==> src/rtl/muldiv_sequencer.sv <==
// ---------------------------------------------------------------------------
// muldiv_sequencer
//
// Iterative signed multiply / divide engine with its own sequencer, used by
// the multicycle MIPS core for MULT, DIV and DIVM. The control unit issues a
// one-cycle start, then waits on busy/done; the HI/LO pair comes back
// registered together with write strobes.
//
// Ports:
//   clk        in   rising-edge clock
//   reset_in   in   asynchronous active-low reset
//   start      in   request pulse, only sampled while idle
//   op         in   00 none, 01 MULT, 10 DIV, 11 DIVM (DIVM computed as DIV)
//   opA, opB   in   signed operands (multiplicand/dividend, multiplier/divisor)
//   busy       out  operation in progress
//   done       out  one-cycle completion pulse
//   hi, lo     out  MULT: upper/lower product; DIV: remainder/quotient
//   hi_w, lo_w out  HI/LO write strobes, coincident with a successful done
//   div_zero   out  coincident with done when the divisor was zero
//   state_dbg  out  current FSM state (IDLE=0, CALC=1, FIX=2, DONE=3)
//
// Handshake: a request is taken on any rising edge where the engine is idle,
// start=1 and op!=00; there is no ready signal, so a start seen while busy is
// simply dropped (no queuing). Completion is signalled by exactly one done
// cycle; busy drops on the following edge.
// ---------------------------------------------------------------------------
module muldiv_sequencer #(
  parameter int WIDTH = 32,
  parameter int CNT_W = 6
) (
  input  logic             clk,
  input  logic             reset_in,
  input  logic             start,
  input  logic [1:0]       op,
  input  logic [WIDTH-1:0] opA,
  input  logic [WIDTH-1:0] opB,
  output logic             busy,
  output logic             done,
  output logic [WIDTH-1:0] hi,
  output logic [WIDTH-1:0] lo,
  output logic             hi_w,
  output logic             lo_w,
  output logic             div_zero,
  output logic [1:0]       state_dbg
);

  typedef enum logic [1:0] {
    IDLE = 2'd0,
    CALC = 2'd1,
    FIX  = 2'd2,
    DONE = 2'd3
  } state_t;

  state_t               state_q, state_d;
  logic [CNT_W-1:0]     cnt_q, cnt_d;
  // MULT: {partial product high, remaining multiplier bits}.
  // DIV : low half holds the dividend shifting out / quotient shifting in.
  logic [2*WIDTH-1:0]   acc_q, acc_d;
  logic [WIDTH-1:0]     rem_q, rem_d;      // DIV partial remainder (always < divisor)
  logic [WIDTH-1:0]     mag_q, mag_d;      // MULT multiplicand / DIV divisor magnitude
  logic                 is_mul_q, is_mul_d;
  logic                 sign_res_q, sign_res_d;
  logic                 sign_a_q, sign_a_d;

  logic                 busy_q, busy_d;
  logic                 done_q, done_d;
  logic                 hi_w_q, hi_w_d;
  logic                 lo_w_q, lo_w_d;
  logic                 div_zero_q, div_zero_d;
  logic [WIDTH-1:0]     hi_q, hi_d;
  logic [WIDTH-1:0]     lo_q, lo_d;

  // Operand magnitudes; the most negative value maps onto itself, which is
  // the correct unsigned magnitude.
  logic [WIDTH-1:0]     abs_a, abs_b;
  assign abs_a = opA[WIDTH-1] ? (~opA + 1'b1) : opA;
  assign abs_b = opB[WIDTH-1] ? (~opB + 1'b1) : opB;

  // Shift-add step: add the multiplicand into the high half when the current
  // multiplier bit is set, keep the carry, then shift the whole accumulator
  // right by one.
  logic [WIDTH:0]       mul_sum;
  logic [2*WIDTH-1:0]   mul_next;
  assign mul_sum  = {1'b0, acc_q[2*WIDTH-1:WIDTH]} + {1'b0, mag_q};
  assign mul_next = acc_q[0] ? {mul_sum, acc_q[WIDTH-1:1]}
                             : {1'b0, acc_q[2*WIDTH-1:1]};

  // Restoring step: bring in the next dividend bit, trial-subtract the
  // divisor in WIDTH+1 bits and keep the result only if it did not borrow.
  logic [WIDTH:0]       div_shift;
  logic [WIDTH:0]       div_trial;
  logic                 div_ok;
  logic [WIDTH:0]       rem_next;
  logic [WIDTH-1:0]     quo_next;
  assign div_shift = {rem_q, acc_q[WIDTH-1]};
  assign div_trial = div_shift - {1'b0, mag_q};
  assign div_ok    = ~div_trial[WIDTH];
  assign rem_next  = div_ok ? div_trial : div_shift;
  assign quo_next  = {acc_q[WIDTH-2:0], div_ok};

  // Sign correction applied in FIX. The remainder follows the dividend's sign.
  logic [2*WIDTH-1:0]   prod_fix;
  logic [WIDTH-1:0]     quo_fix;
  logic [WIDTH-1:0]     rem_fix;
  assign prod_fix = sign_res_q ? (~acc_q + 1'b1) : acc_q;
  assign quo_fix  = sign_res_q ? (~acc_q[WIDTH-1:0] + 1'b1) : acc_q[WIDTH-1:0];
  assign rem_fix  = sign_a_q ? (~rem_q + 1'b1) : rem_q;

  logic                 cnt_last;
  assign cnt_last = (cnt_q == CNT_W'(WIDTH - 1));

  always_ff @(posedge clk or negedge reset_in) begin
    if (!reset_in) begin
      state_q    <= IDLE;
      cnt_q      <= '0;
      acc_q      <= '0;
      rem_q      <= '0;
      mag_q      <= '0;
      is_mul_q   <= 1'b0;
      sign_res_q <= 1'b0;
      sign_a_q   <= 1'b0;
      busy_q     <= 1'b0;
      done_q     <= 1'b0;
      hi_w_q     <= 1'b0;
      lo_w_q     <= 1'b0;
      div_zero_q <= 1'b0;
      hi_q       <= '0;
      lo_q       <= '0;
    end else begin
      state_q    <= state_d;
      cnt_q      <= cnt_d;
      acc_q      <= acc_d;
      rem_q      <= rem_d;
      mag_q      <= mag_d;
      is_mul_q   <= is_mul_d;
      sign_res_q <= sign_res_d;
      sign_a_q   <= sign_a_d;
      busy_q     <= busy_d;
      done_q     <= done_d;
      hi_w_q     <= hi_w_d;
      lo_w_q     <= lo_w_d;
      div_zero_q <= div_zero_d;
      hi_q       <= hi_d;
      lo_q       <= lo_d;
    end
  end

  always_comb begin
    state_d    = state_q;
    cnt_d      = cnt_q;
    acc_d      = acc_q;
    rem_d      = rem_q;
    mag_d      = mag_q;
    is_mul_d   = is_mul_q;
    sign_res_d = sign_res_q;
    sign_a_d   = sign_a_q;
    busy_d     = busy_q;
    done_d     = 1'b0;
    hi_w_d     = 1'b0;
    lo_w_d     = 1'b0;
    div_zero_d = 1'b0;
    hi_d       = hi_q;
    lo_d       = lo_q;

    unique case (state_q)
      IDLE: begin
        busy_d = 1'b0;
        if (start && (op != 2'b00)) begin
          busy_d     = 1'b1;
          is_mul_d   = (op == 2'b01);
          sign_a_d   = opA[WIDTH-1];
          sign_res_d = opA[WIDTH-1] ^ opB[WIDTH-1];
          cnt_d      = '0;
          rem_d      = '0;
          if (op == 2'b01) begin
            mag_d = abs_a;
            acc_d = {{WIDTH{1'b0}}, abs_b};
          end else begin
            mag_d = abs_b;
            acc_d = {{WIDTH{1'b0}}, abs_a};
          end
          if (op[1] && (opB == '0)) begin
            // Divide by zero: report immediately, leave HI/LO untouched.
            state_d    = DONE;
            done_d     = 1'b1;
            div_zero_d = 1'b1;
          end else begin
            state_d = CALC;
          end
        end
      end

      CALC: begin
        cnt_d = cnt_q + 1'b1;
        if (is_mul_q) begin
          acc_d = mul_next;
        end else begin
          acc_d = {acc_q[2*WIDTH-1:WIDTH], quo_next};
          rem_d = rem_next[WIDTH-1:0];
        end
        if (cnt_last) begin
          state_d = FIX;
        end
      end

      FIX: begin
        if (is_mul_q) begin
          hi_d = prod_fix[2*WIDTH-1:WIDTH];
          lo_d = prod_fix[WIDTH-1:0];
        end else begin
          hi_d = rem_fix;
          lo_d = quo_fix;
        end
        done_d  = 1'b1;
        hi_w_d  = 1'b1;
        lo_w_d  = 1'b1;
        state_d = DONE;
      end

      DONE: begin
        busy_d  = 1'b0;
        state_d = IDLE;
      end

      default: begin
        state_d = IDLE;
      end
    endcase
  end

  assign busy      = busy_q;
  assign done      = done_q;
  assign hi        = hi_q;
  assign lo        = lo_q;
  assign hi_w      = hi_w_q;
  assign lo_w      = lo_w_q;
  assign div_zero  = div_zero_q;
  assign state_dbg = state_q;

endmodule

==> config.mk <==
export PLATFORM = sky130hd
export DESIGN_NAME = muldiv_sequencer
export DESIGN_NICKNAME = d
export VERILOG_FILES = /design/src/rtl/muldiv_sequencer.sv
export SDC_FILE = /design/constraint.sdc
export NUM_CORES = 1
export LEC_CHECK = 0
export BUFFER_PORTS_ARGS = -buffer_cell sky130_fd_sc_hd__buf_2
export CORE_UTILIZATION = 40
export CTS_BUF_LIST = sky130_fd_sc_hd__clkbuf_8 sky130_fd_sc_hd__clkbuf_16
export CTS_CLUSTER_SIZE = 40
export DETAILED_ROUTE_END_ITERATION = 7
export SLEW_MARGIN = 5
export SYNTH_ARGS = -nofsm -noshare
export SYNTH_HDL_FRONTEND = slang
export SYNTH_SLANG_ARGS = --single-unit
==> constraint.sdc <==
create_clock -name clk -period 3.8 [get_ports clk]
set_input_delay 0.19 -clock clk [delete_from_list [all_inputs] [get_ports clk]]
set_output_delay 0.19 -clock clk [all_outputs]
set_load 0.01 [all_outputs]
==> results.sh <==
export IMPL_drive_gt1_share_pct=13.3
export IMPL_drt_first_pass_iters=5
export IMPL_required_ns=4.22
export IMPL_clock_latency_ns=0.58
export IMPL_port_buffers=139
export IMPL_post_route_min_period_ns=3.55
export IMPL_antenna_found_initial=1
export IMPL_cts_sinks=207
export IMPL_gp_congestion=0.949
export IMPL_cts_max_path_buffers=3
export IMPL_dieArea_sq_um=41400
export IMPL_grt_max_degree=99
export IMPL_place_hpwl_um=41000
export IMPL_hp_class="input pin to flop"
export IMPL_io_pins=140
export IMPL_nFillCells=3943
export IMPL_insertedDiodeCount=0
export IMPL_areaGrowthSynthToFinish_pct=13.6
export IMPL_cap_violations=0
export IMPL_die_h_um=203
export IMPL_relSlewSlack_pct=32.7
export IMPL_multi_input_area_sq_um=10400
export IMPL_worst_setup_path_start_kind="flop"
export IMPL_max_freq_mhz=281
export IMPL_seq_area_sq_um=5180
export IMPL_leakage_nw=8.22
export IMPL_worst_pin_slew_ns=1.01
export IMPL_path_class="flop to flop"
export IMPL_die_x_um=203
export IMPL_finalMaxSlewViolations=0
export IMPL_crit_arrival_ns=3.97
export IMPL_grt_pass1_wl_um=84900
export IMPL_ys_ff_latch=207
export IMPL_status="completed"
export IMPL_clk_pin_slew_worst_paths_ns=0.06
export IMPL_rsz0062_at_grt="no"
export IMPL_synth_distinct_cells=74
export IMPL_cts_root_buffer="clkbuf_16"
export IMPL_drc=0
export IMPL_reg2reg_slack_ns=0.25
export IMPL_initial_core_util_pct=40.7
export IMPL_finalHoldViolCount=0
export IMPL_skew_ns=0.0177
export IMPL_overflow=0
export IMPL_power_density_nw_per_um2=955
export IMPL_post_route_period_util_pct=93.5
export IMPL_ant_nets=0
export IMPL_num_vias=15171
export IMPL_gr_usage_all_layers_pct=26.2
export IMPL_htreeDepth=1
export IMPL_synth_area_sq_um=16200
export IMPL_cp_num_buf_inv=3
export IMPL_ys_seq_area_share_pct=31.9
export IMPL_routed_wl_um=54500
export IMPL_grt_pass1_vias=14612
export IMPL_numCtsBuffers=27
export IMPL_wl_per_cell_um=20.8
export IMPL_synthArstFlopShare_pct=100
export IMPL_reg2reg_to="rem_q[25]"
export IMPL_yosys_warnings=0
export IMPL_synth_flop_cell="dfrtp_1"
export IMPL_vias_per_cell=5.80
export IMPL_rows=73
export IMPL_min_to="acc_q[27]"
export IMPL_drt_initial_drc_count=1171
export IMPL_place_area_sq_um=17500
export IMPL_syn_inst=1978
export IMPL_worstRegToRegCells=14
export IMPL_min_delay_path_depth=4
export IMPL_end_kind="flop"
export IMPL_tns_ns=0
export IMPL_ir_worst_vdd_uv=437
export IMPL_critical_path_top_delay_family="compound AO/OA/AOI/OAI gates"
export IMPL_worst_r2r_startpoint="acc_q[31]"
export IMPL_path_max_fanout=9
export IMPL_design_core_area_sq_um=39900
export IMPL_instances_no_fill=2617
export IMPL_finalPower_mw=17.6
export IMPL_fin_util_pct=46.2
export IMPL_place_inst=2567
export IMPL_synth_edff_count=0
export IMPL_critical_path_max_stage_delay_ns=0.41
export IMPL_syn_area_per_cell_sq_um=8.20
export IMPL_cts_tree="built"
export IMPL_setup_viol=0
export IMPL_holdCritStartpoint="opB[27]"
export IMPL_final_nets=2217
export IMPL_slowest_stage="fa_1"
export IMPL_synth_nets=2122
export IMPL_final_area_sq_um=18400
export IMPL_crit_chain="inv_1 -> ha_1 -> fa_1 -> nand2b_1 -> a21oi_2 -> o21ai_0 -> nand4b_1 -> a311oi_2 -> o41ai_2 -> buf_4 -> xor2_4 -> buf_4 -> mux2i_1 -> o21ai_0"
==> per-layer routing <==
layer  part of all wire, %  global-route usage [%]  vias to the layer above
met1                    46                    36.7                     7318
met2                    46                    41.4                      420
li1                      -                       -                     7321
met3                   4.7                    2.72                      110
met4                   3.6                    10.4                        2
met5                 0.026                       0                        -
==> tightest hold or removal path, stage by stage <==
cell and delay [ns]:
buf_2 0.10, xor2_1 0.11, o21ai_1 0.12, a21oi_1 0.07
==> logic make-up (layout without fill, tap and decap cells) <==
group | after synthesis | count (layout) | share of synthesized area (%)
xor+xnor | 206 | 206 | 11.1
buf+inv | 183 | 297 | 4.33
mux | 83 | 83 | 5.28
simple gates | 584 | 584 | 17.0
fa+ha+maj | 75 | 75 | 5.88
flops | 207 | 207 | 31.9
compound gates | 640 | 640 | 24.4
==> timing repair <==
item / CTS / global route
resized for setup: 0 / 2
endpoints found under the setup margin: 0 / 29
hold endpoints to repair: 96 / 0
buffers inserted: 0 / 0
hold buffers: 2 / 0
==> layout by cell type (no fill, tap or decap), types with 22 or more instances in the layout <==
master     count
buf_2        138
inv_1         71
dfrtp_1      205
nand2_1      214
nor2_1       163
or3_1         22
nor3_1        31
a21oi_1      175
xor2_1       112
a211oi_1      27
buf_4         39
nand3_1       31
mux2i_1       62
o31ai_1       44
or4_1         26
a21o_1        45
xnor2_1       93
o21ai_0      194
clkbuf_16     27
ha_1          72
==> cells in the mapped netlist (26+ instances only) <==
cell	number	area, sq um
nor3_1	31	155
clkbuf_1	103	387
o31ai_1	44	330
or4_1	26	195
xnor2_1	93	815
nor2_1	163	612
nand2_1	214	803
a21oi_1	176	881
ha_1	73	913
dfrtp_1	207	5180
nand3_1	31	155
a211oi_1	27	203
mux2i_1	62	621
o21ai_0	195	976
inv_1	65	244
xor2_1	113	990
a21o_1	45	338
==> layout make-up <==
cell class / instances / area share, %
clock buffers: 30 / 3.89
multi-input cells: 1588 / 56.4
flip-flops and latches: 207 / 28.1
inverters: 66 / 1.34
clock inverters: 18 / 0.801
repair buffers: 183 / 5.85
well taps: 525 / 3.56
==> through the flow <==
stage	setup slack (ns)	hold WS, ns
floorplan	0.562	-0.106
global placement	0.307	0.296
detailed placement	0.197	0.308
CTS	0.157	0.0222
global route	0.00116	0.0636
finish	0.245	0.0450
==> how the worst max path moves through the flow <==
stage | from | to | slack (ns) | cells past startpoint
6_report | acc_q[31] | rem_q[25] | 0.25 | 14
5_1_grt | acc_q[31] | rem_q[25] | 0.001 | 14
4_1_cts | acc_q[31] | rem_q[25] | 0.16 | 14
3_5_place_dp | acc_q[31] | rem_q[5] | 0.20 | 14
3_3_place_gp | acc_q[31] | rem_q[0] | 0.31 | 14
2_1_floorplan | acc_q[31] | rem_q[1] | 0.56 | 13
==> where the power goes <==
part,internal [mW],switching (mW),total [mW]
Clock,1.48,1.07,2.55
Combinational,4.22,6.45,10.7
Sequential,3.15,1.25,4.40
==> registers in the layout (all words and copies together) (netlist names) <==
register    count
sign_res_q      1
div_zero        1
lo             32
hi             32
cnt_q           6
done            1
rem_q          32
sign_a_q        1
lo_w            1
state_dbg       2
mag_q          32
is_mul_q        1
acc_q          64
busy            1
Note: power is estimated with default switching activity, not from simulation.
